$ cat src/rtl/irq_pkg.sv
// Shared types and helpers for the interrupt request unit: FSM state encoding,
// default sizing and the lowest-index-wins priority encoder.
package irq_pkg;

   localparam int NUM_IRQ_DEF = 8;
   localparam int VEC_W_DEF   = 3;

   typedef enum logic [1:0] {
      IDLE    = 2'd0,
      INT_REQ = 2'd1,
      NMI_REQ = 2'd2,
      SERVICE = 2'd3
   } irq_state_t;

   function automatic logic [4:0] prio_enc(input logic [31:0] v);
      logic [4:0] r;
      r = '0;
      for (int i = 31; i >= 0; i--) begin
         if (v[i]) r = 5'(i);
      end
      return r;
   endfunction

endpackage

$ cat src/rtl/interrupt_request_unit_if.sv
// Processor-side handshake of the interrupt request unit: INT/NMI requests,
// INA acknowledge, EOI and the in-service vector/status.
interface interrupt_request_unit_if #(parameter int VEC_W = irq_pkg::VEC_W_DEF);

   logic             int_o;
   logic             nmi_o;
   logic             ina;
   logic             eoi;
   logic [VEC_W-1:0] vec_o;
   logic             vec_valid;
   logic             nmi_active;

   modport master (
      output int_o, nmi_o, vec_o, vec_valid, nmi_active,
      input  ina, eoi
   );

   modport slave (
      input  int_o, nmi_o, vec_o, vec_valid, nmi_active,
      output ina, eoi
   );

endinterface

$ cat src/rtl/irq_edge_detect.sv
// Per-bit rising-edge pulse generator. With IRQ_SYNC_EN defined each input first
// passes through a two-flop synchronizer; otherwise inputs are taken as synchronous.
module irq_edge_detect #(
   parameter int WIDTH = 1
) (
   input  logic             clk,
   input  logic             rst_n,
   input  logic [WIDTH-1:0] din,
   output logic [WIDTH-1:0] rise
);

   logic [WIDTH-1:0] sync;
   logic [WIDTH-1:0] hist;

`ifdef IRQ_SYNC_EN
   logic [WIDTH-1:0] sync_q1;
   logic [WIDTH-1:0] sync_q2;

   always_ff @(posedge clk or negedge rst_n) begin
      if (!rst_n) begin
         sync_q1 <= '0;
         sync_q2 <= '0;
      end else begin
         sync_q1 <= din;
         sync_q2 <= sync_q1;
      end
   end

   assign sync = sync_q2;
`else
   assign sync = din;
`endif

   always_ff @(posedge clk or negedge rst_n) begin
      if (!rst_n) hist <= '0;
      else        hist <= sync;
   end

   assign rise = sync & ~hist;

endmodule

$ cat src/rtl/interrupt_request_unit.sv
// Interrupt request unit: edge-triggered pending capture, masking, fixed priority,
// NMI preemption and EOI tracking in front of the processor. Optional IRQ_SYNC_EN.
//
// state   | meaning
// IDLE    | nothing requested or in service
// INT_REQ | int_o raised, waiting for ina on a maskable request
// NMI_REQ | nmi_o raised, waiting for ina
// SERVICE | handler running; wait for eoi (NMI may nest over a maskable handler)
module interrupt_request_unit
   import irq_pkg::*;
#(
   parameter int                 NUM_IRQ  = NUM_IRQ_DEF,
   parameter int                 VEC_W    = VEC_W_DEF,
   parameter logic [NUM_IRQ-1:0] MASK_RST = '1
) (
   input  logic                 clk,
   input  logic                 rst_n,
   input  logic [NUM_IRQ-1:0]   irq_i,
   input  logic                 nmi_i,
   input  logic                 mask_we,
   input  logic [NUM_IRQ-1:0]   mask_d,
   output logic [NUM_IRQ-1:0]   pending_o,
   interrupt_request_unit_if.master cpu
);

   irq_state_t         state, state_nxt;
   logic [NUM_IRQ-1:0] pending, mask, irq_rise, eligible, clr_sel, clr;
   logic               nmi_rise, nmi_pend;
   logic               vec_valid, nmi_active, vv_nxt, na_nxt;
   logic               ack_int, ack_nmi;
   logic               int_q, nmi_q;
   logic [VEC_W-1:0]   vec;
   logic [4:0]         winner;

   irq_edge_detect #(.WIDTH(NUM_IRQ)) u_irq_ed (
      .clk  (clk),
      .rst_n(rst_n),
      .din  (irq_i),
      .rise (irq_rise)
   );

   irq_edge_detect #(.WIDTH(1)) u_nmi_ed (
      .clk  (clk),
      .rst_n(rst_n),
      .din  (nmi_i),
      .rise (nmi_rise)
   );

   assign eligible = pending & ~mask;
   assign winner   = prio_enc(32'(eligible));
   assign clr_sel  = NUM_IRQ'(1) << winner;
   assign clr      = ack_int ? clr_sel : '0;

   always_comb begin
      state_nxt = state;
      ack_int   = 1'b0;
      ack_nmi   = 1'b0;
      na_nxt    = nmi_active;
      vv_nxt    = vec_valid;

      // eoi retires the innermost handler; an NMI is always the innermost one
      if (cpu.eoi) begin
         if (nmi_active)     na_nxt = 1'b0;
         else if (vec_valid) vv_nxt = 1'b0;
      end

      case (state)
         IDLE: begin
            if (nmi_pend && !nmi_active)       state_nxt = NMI_REQ;
            else if (|eligible && !vec_valid)  state_nxt = INT_REQ;
         end
         INT_REQ: begin
            if (nmi_pend)            state_nxt = NMI_REQ;
            else if (~|eligible)     state_nxt = IDLE;
            else if (cpu.ina) begin
               ack_int   = 1'b1;
               state_nxt = SERVICE;
            end
         end
         NMI_REQ: begin
            if (cpu.ina) begin
               ack_nmi   = 1'b1;
               state_nxt = SERVICE;
            end
         end
         SERVICE: begin
            if (nmi_pend && !nmi_active) state_nxt = NMI_REQ;
            else if (!vv_nxt && !na_nxt) state_nxt = IDLE;
         end
         default: state_nxt = IDLE;
      endcase

      if (ack_int) vv_nxt = 1'b1;
      if (ack_nmi) na_nxt = 1'b1;
   end

   always_ff @(posedge clk or negedge rst_n) begin
      if (!rst_n) begin
         state      <= IDLE;
         pending    <= '0;
         nmi_pend   <= 1'b0;
         mask       <= MASK_RST;
         vec        <= '0;
         vec_valid  <= 1'b0;
         nmi_active <= 1'b0;
         int_q      <= 1'b0;
         nmi_q      <= 1'b0;
      end else begin
         state      <= state_nxt;
         // a fresh edge on a line being acknowledged keeps it pending
         pending    <= (pending & ~clr) | irq_rise;
         nmi_pend   <= (nmi_pend & ~ack_nmi) | nmi_rise;
         if (mask_we) mask <= mask_d;
         if (ack_int) vec  <= VEC_W'(winner);
         vec_valid  <= vv_nxt;
         nmi_active <= na_nxt;
         int_q      <= (state_nxt == INT_REQ);
         nmi_q      <= (state_nxt == NMI_REQ);
      end
   end

   assign cpu.int_o      = int_q;
   assign cpu.nmi_o      = nmi_q;
   assign cpu.vec_o      = vec;
   assign cpu.vec_valid  = vec_valid;
   assign cpu.nmi_active = nmi_active;
   assign pending_o      = pending;

endmodule

$ cat src/flat_wrapper.sv
// flat-port wrapper written by rule: the top's interface ports become plain ports
module interrupt_request_unit_flat import irq_pkg::*;
#(
   parameter int                 NUM_IRQ  = NUM_IRQ_DEF,
   parameter int                 VEC_W    = VEC_W_DEF,
   parameter logic [NUM_IRQ-1:0] MASK_RST = '1
)
  (clk, rst_n, irq_i, nmi_i, mask_we, mask_d, pending_o, cpu_int_o, cpu_nmi_o, cpu_vec_o, cpu_vec_valid, cpu_nmi_active, cpu_ina, cpu_eoi);
  interrupt_request_unit_if #(.VEC_W(VEC_W)) cpu_i ();
  input  logic clk;
  input  logic rst_n;
  input  logic [NUM_IRQ-1:0] irq_i;
  input  logic nmi_i;
  input  logic mask_we;
  input  logic [NUM_IRQ-1:0] mask_d;
  output logic [NUM_IRQ-1:0] pending_o;
  output wire logic [$bits(cpu_i.int_o)-1:0] cpu_int_o;
  output wire logic [$bits(cpu_i.nmi_o)-1:0] cpu_nmi_o;
  output wire logic [$bits(cpu_i.vec_o)-1:0] cpu_vec_o;
  output wire logic [$bits(cpu_i.vec_valid)-1:0] cpu_vec_valid;
  output wire logic [$bits(cpu_i.nmi_active)-1:0] cpu_nmi_active;
  input wire logic [$bits(cpu_i.ina)-1:0] cpu_ina;
  input wire logic [$bits(cpu_i.eoi)-1:0] cpu_eoi;
  assign cpu_int_o = cpu_i.int_o;
  assign cpu_nmi_o = cpu_i.nmi_o;
  assign cpu_vec_o = cpu_i.vec_o;
  assign cpu_vec_valid = cpu_i.vec_valid;
  assign cpu_nmi_active = cpu_i.nmi_active;
  assign cpu_i.ina = cpu_ina;
  assign cpu_i.eoi = cpu_eoi;
  interrupt_request_unit #(.NUM_IRQ(NUM_IRQ), .VEC_W(VEC_W), .MASK_RST(MASK_RST)) u_core (.clk(clk), .rst_n(rst_n), .irq_i(irq_i), .nmi_i(nmi_i), .mask_we(mask_we), .mask_d(mask_d), .pending_o(pending_o), .cpu(cpu_i));
endmodule
$ cat config.mk
export PLATFORM = sky130hd
export DESIGN_NAME = interrupt_request_unit_flat
export DESIGN_NICKNAME = d
export VERILOG_FILES = /design/src/rtl/irq_pkg.sv /design/src/rtl/interrupt_request_unit_if.sv /design/src/rtl/irq_edge_detect.sv /design/src/rtl/interrupt_request_unit.sv /design/src/flat_wrapper.sv
export SDC_FILE = /design/constraint.sdc
export NUM_CORES = 1
export LEC_CHECK = 0
export CAP_MARGIN = 40
export CORE_ASPECT_RATIO = 0.75
export CORE_MARGIN = 5
export CORE_UTILIZATION = 35
export CTS_CLUSTER_SIZE = 10
export DETAILED_ROUTE_END_ITERATION = 10
export SYNTH_ARGS = -nofsm -noshare
export SYNTH_HDL_FRONTEND = slang
export SYNTH_SLANG_ARGS = --single-unit
$ cat constraint.sdc
create_clock -name clk -period 1.8 [get_ports clk]
set_clock_uncertainty 0.05 [all_clocks]
set_input_delay 0.27 -clock clk [delete_from_list [all_inputs] [get_ports clk]]
set_output_delay 0.27 -clock clk [all_outputs]
set_load 0.02 [all_outputs]
# After elaboration in Yosys (flattened, before gate mapping)
# Index checks and enable logic that the tools add are counted.
[classes] n_reduce_logical=9 n_mux=27 n_shift=1 eq_ne=5 bitwise_logic=12
[op_table] cell="two-way mux 5 bit" count=7
[op_table] cell="AND 8 bit" count=3
[op_table] cell="inverter 8 bit" count=3
[op_table] cell="two-way mux 2 bit" count=7
[op_table] cell="two-way mux 1 bit" count=10
[op_table] cell="two-way mux 8 bit" count=1
[op_table] cell="bitwise OR 8 bit" count=1
[op_table] cell="case mux 2 bit (4 select lines)" count=1
[op_table] cell="OR reduction 8 bit" count=1
[op_table] cell="left shift 1 x 5 -> 8 bit, first input constant" count=1
[op_table] cell="equality test 2 bit, second input constant" count=3
[op_table] cell="equality test 2 x 1 -> 1 bit, second input constant" count=2
[op_table] cell="logical NOT 1 bit" count=4
[op_table] cell="logical AND 1 bit" count=3
[op_table] cell="two-way mux 3 bit" count=1
[op_table] cell="AND 1 bit" count=2
[op_table] cell="logical NOT 2 bit" count=1
[op_table] cell="inverter 1 bit" count=2
[op_table] cell="bitwise OR 1 bit" count=1
[word_totals] reg_bits=35 input_bits=22

# Depth between registers and ports, before layout
# Gate-level depths: netlist of the first run.
[logic_depth] word_depth=15 ltp_mapped=4

# Hierarchy
# Synthesis of the first run repeated with hierarchy kept, for this count alone.
[unflattened] cells_unflattened=131 area_unflattened_um2=1707.9
[modules_own_cells] mod="interrupt_request_unit" area_each_um2=1358.8 seq_area_each_um2=660.6 cells_each=113 instances=1
[modules_own_cells] mod="irq_edge_detect (u_core.u_irq_ed)" area_each_um2=310.3 seq_area_each_um2=200.2 cells_each=16 instances=1
[modules_own_cells] mod="irq_edge_detect (u_core.u_nmi_ed)" area_each_um2=38.8 seq_area_each_um2=25.0 cells_each=2 instances=1

# Worst setup path after synthesis of the first run
# Ideal clock, no wire load.
[synth_timing] path_type="register to register" from="reg u_core.nmi_pend" to="reg u_core.pending[7], in the netlist u_core.pending_o[7]" t_arrival_ns=1.548 path_stages_with_launch=5 setup_time_ns=0.122 synth_period_minus_slack_ns=1.720 setup_slack_ns=0.080 path_cell_list="dfrtp_1 > and4bb_4 > nand3_4 > or4_1 > o22a_1"
[synth_between] elab_chain_cells=6
[synth_lines] element="start, declared" line_no="interrupt_request_unit.sv:28" rtl="logic nmi_rise, nmi_pend;"
[synth_lines] element="start signal, assigned" line_no="interrupt_request_unit.sv:112" rtl="nmi_pend <= (nmi_pend & ~ack_nmi) | nmi_rise;"
[synth_lines] element="two-way mux 1 bit" line_no="interrupt_request_unit.sv:73" rtl="if (nmi_pend) state_nxt = NMI_REQ;"
[synth_lines] element="two-way mux 1 bit" line_no="interrupt_request_unit.sv:67" rtl="case (state)"
[synth_lines] element="two-way mux 8 bit" line_no="interrupt_request_unit.sv:52" rtl="assign clr = ack_int ? clr_sel : '0;"
[synth_lines] element="inverter 8 bit" line_no="interrupt_request_unit.sv:111" rtl="pending <= (pending & ~clr) | irq_rise;"
[synth_lines] element="AND 8 bit" line_no="interrupt_request_unit.sv:111"
[synth_lines] element="bitwise OR 8 bit" line_no="interrupt_request_unit.sv:111"
[synth_lines] element="end signal, assigned" line_no="interrupt_request_unit.sv:111"
[synth_lines] element="end, declared" line_no="interrupt_request_unit.sv:27" rtl="logic [NUM_IRQ-1:0] pending, mask, irq_rise, eligible, clr_sel, clr;"
# No other way between the ends.
# A chain may end at the register's enable or synchronous reset.

# Worst setup path in the final report of the first run
[layout_timing] from="reg u_core.pending[3], in the netlist u_core.pending_o[3]" to="out pending_o[3]"
[layout_rtl] element="end, declared" line_no="flat_wrapper.sv:16" rtl="output logic [NUM_IRQ-1:0] pending_o;"
# No word-level cell between the ends.

==> summary by stage, run 1 <==
Global route
The number of antenna violations at the first check in global routing was 0. The first global-routing pass estimated 5370 um of wire. The largest net degree at the start of global routing is 36.

The total track usage is 0.120. The number of global-route vias before repair was 1159. The global route total overflow is 0.

Setup path
The buffers plus inverters on the worst setup path is 1. STA puts the critical path data arrival time at 1.40 ns. The worst register-to-register path has a depth of 4. The largest single stage delay on the critical path is roughly 0.66 ns. Along the worst path, the maximum fanout reaches 6. STA classifies the critical path endpoint as a primary output.

The critical path data required time is 1.48 ns. The critical path goes through clkdlybuf4s50_1. The critical path is of the reg2out type. The cell family contributing the most delay on the critical path is buffers and inverters. The library cell contributing the largest single delay on the critical path is sky130_fd_sc_hd__clkdlybuf4s50_1.

The number of gates on the worst path with buffers counted is 1. STA classifies the critical path startpoint as a flop.

Synthesis
A synthesized cell averages 11.5 sq um. Ranked by instance count, the synthesized netlist is headed by 27 x sky130_fd_sc_hd__dfrtp_1, 12 x sky130_fd_sc_hd__inv_1, 10 x sky130_fd_sc_hd__nand2b_1, 10 x sky130_fd_sc_hd__o21ai_0. The top-area cell type share of the netlist area is 0.439. By instance count, the leading cell after synthesis is sky130_fd_sc_hd__dfrtp_1.

The number of flops mapped to enable cells by yosys is 0. After technology mapping, the gate count stands at 134. The number of library cell types mapped by synthesis is 36. Of all flip-flops after synthesis, the portion carrying an async set or reset was 1.00.

Counting every net in the synthesized netlist gives 156. For this run, the register share of the synthesized area comes to 0.576. By area the synthesized netlist is led by sky130_fd_sc_hd__dfrtp_1 44%, sky130_fd_sc_hd__dfstp_2 14%, sky130_fd_sc_hd__mux2_2 5.9%, sky130_fd_sc_hd__nand2b_1 4.1%, sky130_fd_sc_hd__nor2b_1 3.3%. The top flip-flop cell by instance count after synthesis is sky130_fd_sc_hd__dfrtp_1. After synthesis the netlist holds a flip-flop and latch count of 35. The cell area after technology mapping is 0.00154 sq mm. The most area-hungry cell type in the Yosys netlist is sky130_fd_sc_hd__dfrtp_1. The count of synthesis-stage warnings from yosys is 0.

Outcome
The run finished with clean final reports.

Clock network
The total clock buffers created by CTS is 5. The TritonCTS clock tree is done. The post-cts gate resize count is 0. After clock tree synthesis, the flow added hold-fix buffers numbering 0. The insertion delay to the later sink of the worst-skew pair is 0.27 ns.

The number of sinks driven by the clock tree is 35. The clock transition time at the flip-flop clock pins of the worst setup and hold paths is approximately 0.060 ns. The maximum buffer depth of the clock tree is 2. In this run the post-CTS setup repair buffer count came out at 0. The root buffer cell chosen for the clock tree is sky130_fd_sc_hd__clkbuf_8. The H-tree level count is 2.

Final layout
The final-layout fill cell count is ~400. The net total in the final layout is 206. The non-filler instance count after layout is between 200 and 250.

Of the cells placed in the final design, the portion with a size suffix greater than 1 is 0.186. The number of diodes added for antenna fixing is 0. Compared with the post-synthesis result, the final layout area differs by 36.3%.

Once layout is complete, the utilization of the core stands at 0.505.

Pwr
The worst ir drop on vdd is between 0.0004 and 0.0005 V. The leakage power total is between 0.8 and 0.9 nW. The power density relative to cell area is about 1100 mW/mm^2.

Timing
The count of final max-slew check failures is 0. At the pin with the least slew margin, the transition time is 0.438 ns. Dividing the final minimum period by the clock period gives 0.953. The worst setup margin is ~0.084 ns. In this run the tightest slew margin relative to its limit is 0.708.

Setup repair after global routing left no endpoint under its margin. The smallest clock period supported by the final layout is computed as around 1.7 ns. Setup violations remaining at the end of the flow were counted as 0. The count of final hold-check violations is 0. Static timing analysis puts the maximum clock frequency at 0.583 GHz.

The final setup TNS is 0 ns.

Flow run
The count of maximum capacitance violations is 0.

Floorplan
The core region area is 0.00415 sq mm. In this run the horizontal extent of the chip is 86.5 um. The floorplan die area is 0.00583 sq mm. The effective utilization at floorplan is 0.370. From bottom edge to top edge, the die measures 67.4 um. The number of core rows is 20. The boundary pin count is 37.

Placed design
Counting tap cells, the placed design contains a total of 232 instances. Before CTS, the worst setup slack after placement is -0.155 ns. The number of buffers inserted by port buffering is 36. Summed over all nets, the half-perimeter wirelength after detailed placement is 2550 um. Routability-driven placement finished with a final weighted congestion of 0.798.

Routing
Once detail routing completed, the nets flagged for antenna violations numbered 0. The per-cell via count in the routed design is about 4.9. The first-pass iteration count of the detailed router is 4. Across all layers, the routed design uses about 1200 vias. In the routed design, unresolved DRC markers number 0. The detailed router finished its first iteration with 73 violations. For this block, the routed nets add up to 3250 um of wire. Dividing the detail-routed wire length by the instance count gives 13.7 um.

Min path
The worst hold path belongs to the class in2async.
## logic make-up after synthesis
family,after synthesis,synth area share
buffers and inverters,13,0.0317
multiplexers,9,0.0651
AND/OR/NAND/NOR,43,0.177
flip-flops,35,0.576
AO/OA/AOI/OAI,34,0.150
## worst register-to-register path: cells and delay by family (launching register included)
family | cells | cell delay (ns)
flip-flops | 1 | 0.53
AO/OA/AOI/OAI | 1 | 0.18
AND/OR/NAND/NOR | 3 | 0.79
## registers in the layout, indices dropped and copies added, names as in the netlist
name and flops:
u_core.nmi_pend 1, u_core.mask 8, u_core.cpu.nmi_o 1, u_core.pending_o 8
u_core.u_irq_ed.hist 8, u_core.cpu.int_o 1, u_core.cpu.vec_valid 1, u_core.cpu.nmi_active 1
u_core.u_nmi_ed.hist 1, u_core.state 2, u_core.cpu.vec_o 3
## final timing paths
kind / from / slack [ns] / end
worst max-delay path: u_core.pending_o[3]$_DFF_PN0_ / 0.08 / pending_o[3]
worst max register to register: u_core.mask[4]$_DFFE_PN1P_ / 0.14 / u_core.pending_o[7]$_DFF_PN0_
min in group clk: u_core.u_irq_ed.hist[0]$_DFF_PN0_ / 0.36 / u_core.pending_o[0]$_DFF_PN0_
worst min register to register: u_core.u_irq_ed.hist[0]$_DFF_PN0_ / 0.36 / u_core.pending_o[0]$_DFF_PN0_
max in group asynchronous: rst_n / 1.00 / u_core.mask[0]$_DFFE_PN1P_
worst min-delay path: rst_n / 0.36 / u_core.u_irq_ed.hist[7]$_DFF_PN0_
## routing by layer
metal  vias up  routed length, um  part of all wire  GRT usage
met5         -                  0                 0          0
met4         0                  0                 0     0.0350
met3         0                206             0.063     0.0451
met2        30               1450              0.45      0.180
met1       558               1600              0.49      0.160
li1        579                  -                 -          -
## per-stage QoR
stage	instance area, sq um	total power, mW	hold slack, ns
after floorplan	1540	1.46	-0.0756
after global placement	2020	1.82	0.354
after detailed placement	2020	1.84	0.363
after CTS	2100	2.34	0.372
after global routing	2100	2.47	0.381
final	2100	2.31	0.362
## power breakdown
part           total, mW  internal (mW)  switching (mW)
Clock              0.496          0.257           0.239
Sequential          1.03          0.933          0.0931
Combinational      0.789          0.407           0.381
## cell usage in the layout (no fill, tap or decap), types with 2 or more instances in the layout
cell                              netlist  final
sky130_fd_sc_hd__nor2b_1                8      8
sky130_fd_sc_hd__clkdlybuf4s50_1        0     36
sky130_fd_sc_hd__nand2_1                6      6
sky130_fd_sc_hd__buf_4                  0      8
sky130_fd_sc_hd__clkbuf_8               0      5
sky130_fd_sc_hd__dfrtp_1               27     27
sky130_fd_sc_hd__o21ai_0               10     10
sky130_fd_sc_hd__or2b_2                 2      2
sky130_fd_sc_hd__a221o_1                3      3
sky130_fd_sc_hd__mux2_2                 8      8
sky130_fd_sc_hd__nand4_1                3      3
sky130_fd_sc_hd__o221ai_1               3      3
sky130_fd_sc_hd__o21a_1                 2      2
sky130_fd_sc_hd__a21oi_1                7      7
sky130_fd_sc_hd__nor2_1                 4      4
sky130_fd_sc_hd__dfstp_2                8      8
sky130_fd_sc_hd__inv_1                 12     12
sky130_fd_sc_hd__nand2b_1              10     10
## final cells by class
cell class	count	area, sq um	area share
inverter	12	45.0	0.0215
multi-input combinational	86	603	0.288
tap	55	68.8	0.0328
sequential	35	886	0.423
clock buffer	6	72.6	0.0346
timing repair buffer	44	420	0.201
Note: power is estimated with default switching activity, not from simulation.
==> run 2: changes to the inputs <==
--- a/config.mk
+++ b/config.mk
@@ -11,6 +11,7 @@
 export CORE_UTILIZATION = 35
 export CTS_CLUSTER_SIZE = 10
 export DETAILED_ROUTE_END_ITERATION = 10
+export SLEW_MARGIN = 20
 export SYNTH_ARGS = -nofsm -noshare
 export SYNTH_HDL_FRONTEND = slang
 export SYNTH_SLANG_ARGS = --single-unit
==> results of run 2 <==
Final layout, timing and power as in run 1 (identical DEF).
==> run 3: changes to the inputs <==
--- a/config.mk
+++ b/config.mk
@@ -6,8 +6,6 @@
 export NUM_CORES = 1
 export LEC_CHECK = 0
 export CAP_MARGIN = 40
-export CORE_ASPECT_RATIO = 0.75
-export CORE_MARGIN = 5
 export CORE_UTILIZATION = 35
 export CTS_CLUSTER_SIZE = 10
 export DETAILED_ROUTE_END_ITERATION = 10
==> run 3 against run 2 <==
Net effect: first-iteration DRC count is 21% lower; clock power is 7.1% higher; utilization is 0.69 points higher; fmax is 0.38% higher; global-route usage is 4.5 points higher; register-to-register slack worse by 0.05 ns; routed wire length is 3.0% lower; final area is 0.42% higher; worst setup slack better by 0.0066 ns; cell count is 0.84% lower; flip-flop and latch count stayed put; largest power group unchanged; via count is 0.17% lower.
==> summary by stage, run 3 (synthesized netlist as in run 1, its figures left out) <==
Final layout
Leaving out fill and tap cells, the most frequent cell in the layout is sky130_fd_sc_hd__clkdlybuf4s50_1. The fraction of final layout cells sized beyond drive strength 1 is 0.188 (+0.00238). The post-route cell area came to 0.00210 sq mm (+0.42%). From synthesis to final layout, the design area changed by 36.9%. The end-of-flow core utilization is 0.511 (+0.00688).

The number of diodes added for antenna fixing is 0 (unchanged). The net total in the final layout is 207 (+0.49%). The top cell types in the final layout, fill and taps aside, are 36 x sky130_fd_sc_hd__clkdlybuf4s50_1, 27 x sky130_fd_sc_hd__dfrtp_1, 12 x sky130_fd_sc_hd__inv_1. The non-filler instance count after layout is 236 (-0.84%).

Clock network
The total clock buffers created by CTS is 5 (unchanged). The maximum buffer depth of the clock tree is 2 (unchanged). The clock transition time at the flip-flop clock pins of the worst setup and hold paths is 0.06 ns (about the same). The number of sinks driven by the clock tree is 35 (unchanged). The H-tree level count was 2 (unchanged). The insertion delay to the later sink of the worst-skew pair was 0.28 ns (about the same). The clock tree root driver cell is sky130_fd_sc_hd__clkbuf_8. TritonCTS built the clock tree.

Timing
The count of final max-slew check failures is 0 (unchanged). The headroom to the max-slew limit is 0.718 (+0.0101). The count of endpoints failing setup in the final report came to 0 (unchanged).

The count of final hold-check violations came to 0 (unchanged). The timing-limited maximum frequency is 0.585 GHz (+0.38%). The shortest period the worst path allows came to 1.71 ns (-0.00656 ns). The worst setup margin came to 0.0906 ns (+0.00656 ns). The pin slew with the least headroom to its limit came to 0.423 ns (-0.0152 ns).

The share of the clock period used by the worst path after layout came to 0.950 (-0.00364). Setup repair after global routing left no endpoint under its margin. The final setup TNS came to 0 ns (unchanged). The worst-case hold slack was 0.344 ns (-0.0182 ns).

Floorplan
The floorplan die height was 68.3 um (+1.3%). The number of core rows is 23 (+15%). The boundary pin count is 37 (unchanged). The effective utilization at floorplan came to 0.374 (+0.00349). The floorplan die area is 0.00466 sq mm (-20%). The floorplan die width is 68.3 um (-21%). The core region area is 0.00412 sq mm (-0.93%).

Setup path
The worst endpoint data arrival time is 1.83 ns (+0.43 ns). The category of the most critical setup path is reg2reg. In this run the critical register-to-register path is captured at u_core.pending_o[7]$_DFF_PN0_. The maximum cell stage delay along the critical path is 0.53 ns (-0.13 ns). The cell count of the worst reg-to-reg path is 4 (unchanged). The worst setup slack for register-to-register paths came to 0.09 ns (-0.05 ns). The sort of element at the start of the critical path is a flop.

The reg-to-reg startpoint is u_core.mask[4]$_DFFE_PN1P_. In this run the worst setup path begins at u_core.mask[4]$_DFFE_PN1P_. For this design, the slowest cell found on the critical path is sky130_fd_sc_hd__dfstp_2. The critical path data required time is 1.92 ns (+0.44 ns). The destination of the critical timing path is u_core.pending_o[7]$_DFF_PN0_. The critical path endpoint category is a flop. The maximum fanout along the worst path came to 4 (-2). The signal on the critical path passes through nand2b_1 > nand4_1 > or4_1 > o22a_1.

Pwr
The sum of internal, switching and leakage power came to 2.34 mW (+1.1%). The power density relative to cell area is 1110 mW/mm^2 (+0.71%). The worst ir drop on vdd is 0.000460 V (-5.4%). The leakage power total came to 0.876 nW (+0.75%).

Placed design
The number of buffers inserted by port buffering is 36 (unchanged). The total cell area at the placement stage was 0.00202 sq mm (about the same). The weighted congestion reported at the end of routability-driven placement is 0.830 (+4.0%). The number of cells in the design after placement is 228 (-1.7%). The post-placement setup slack is -0.174 ns (-0.0193 ns). The sum of net half-perimeters after detailed placement is 2400 um (-5.8%).

Routing
The post-route DRC violation count is 0 (unchanged). The post-detailed-route wirelength per cell is 13.4 um (-2.2%). The total wire length after detailed routing is 3160 um (-3.0%). The first-pass iteration count of the detailed router is 4 (unchanged). The detailed router's first-iteration violation count came to 58 (-21%). The final antenna-violating net count is 0 (unchanged).

The total via count in the routed design is 1165 (-0.17%). The per-cell via count in the routed design is 4.94 (+0.67%).

Flow run
The count of maximum capacitance violations is 0 (unchanged).

Global route
The number of antenna violations at the first check in global routing is 0 (unchanged). The wire length of the first global-routing pass is 5440 um (+1.3%). The largest net degree at the start of global routing is 36 (unchanged). The total track usage is 0.165 (+0.0451).

The number of global-route vias before repair is 1198 (+3.4%). The global route total overflow is 0 (unchanged).

Outcome
The flow ran to the end, and the final reports show no timing, DRC or antenna violations.

Min path
The worst hold path class is in2async.
==> run 3: changes by cell type in the layout (fill, tap and decap cells not counted), sizes merged <==
| cell | previous run | this run |
|---|---|---|
| buf | 8 | 9 |
| clkbuf | 6 | 8 |
==> run 3: power by group <==
group | switching (mW) | internal, mW | total [mW]
combinational | 0.378 | 0.409 | 0.787
clock | 0.256 | 0.274 | 0.531
sequential | 0.0862 | 0.933 | 1.02
total | 0.721 | 1.62 | 2.34
==> run 3: how the worst min path moves through the flow <==
stage                                            from                           endpoint  slack (ns)  depth (start not counted)
floorplan                                       rst_n         u_core.cpu.int_o$_DFF_PN0_       -0.08                          0
global placement    u_core.u_irq_ed.hist[1]$_DFF_PN0_      u_core.pending_o[1]$_DFF_PN0_        0.35                          1
detailed placement  u_core.u_irq_ed.hist[0]$_DFF_PN0_      u_core.pending_o[0]$_DFF_PN0_        0.37                          1
CTS                                             rst_n      u_core.pending_o[1]$_DFF_PN0_        0.36                          2
global route                                    rst_n  u_core.u_irq_ed.hist[1]$_DFF_PN0_        0.39                          2
finish                                          rst_n      u_core.pending_o[7]$_DFF_PN0_        0.34                          2
==> run 3: worst max-delay path, delay by kind of cell (launching register included) <==
kind	cells	cell delay (ns)
flip-flops	1	0.53
AO/OA/AOI/OAI	1	0.20
AND/OR/NAND/NOR	3	0.82
==> run 3: layout make-up <==
class	instances	area, sq um
multi-input cells	86	603
repair buffers	45	428
inverters	12	45.0
fillers	385	2010
flip-flops and latches	35	886
clock buffers	8	80.1
well taps	50	62.6
==> run 3: metal layers <==
layer	GRT usage	share of wire
met1	0.207	0.48
met2	0.255	0.46
met3	0.0467	0.040
met4	0.0859	0.019
met5	0	0
==> run 3: timing repair <==
| action | in CTS | in global routing |
|---|---|---|
| endpoints found under the hold margin | 0 | 0 |
| setup buffers | 0 | 0 |
| hold buffers | 0 | 0 |
| endpoints found under the setup margin | 0 | 1 |
| resized for setup | 0 | 1 |
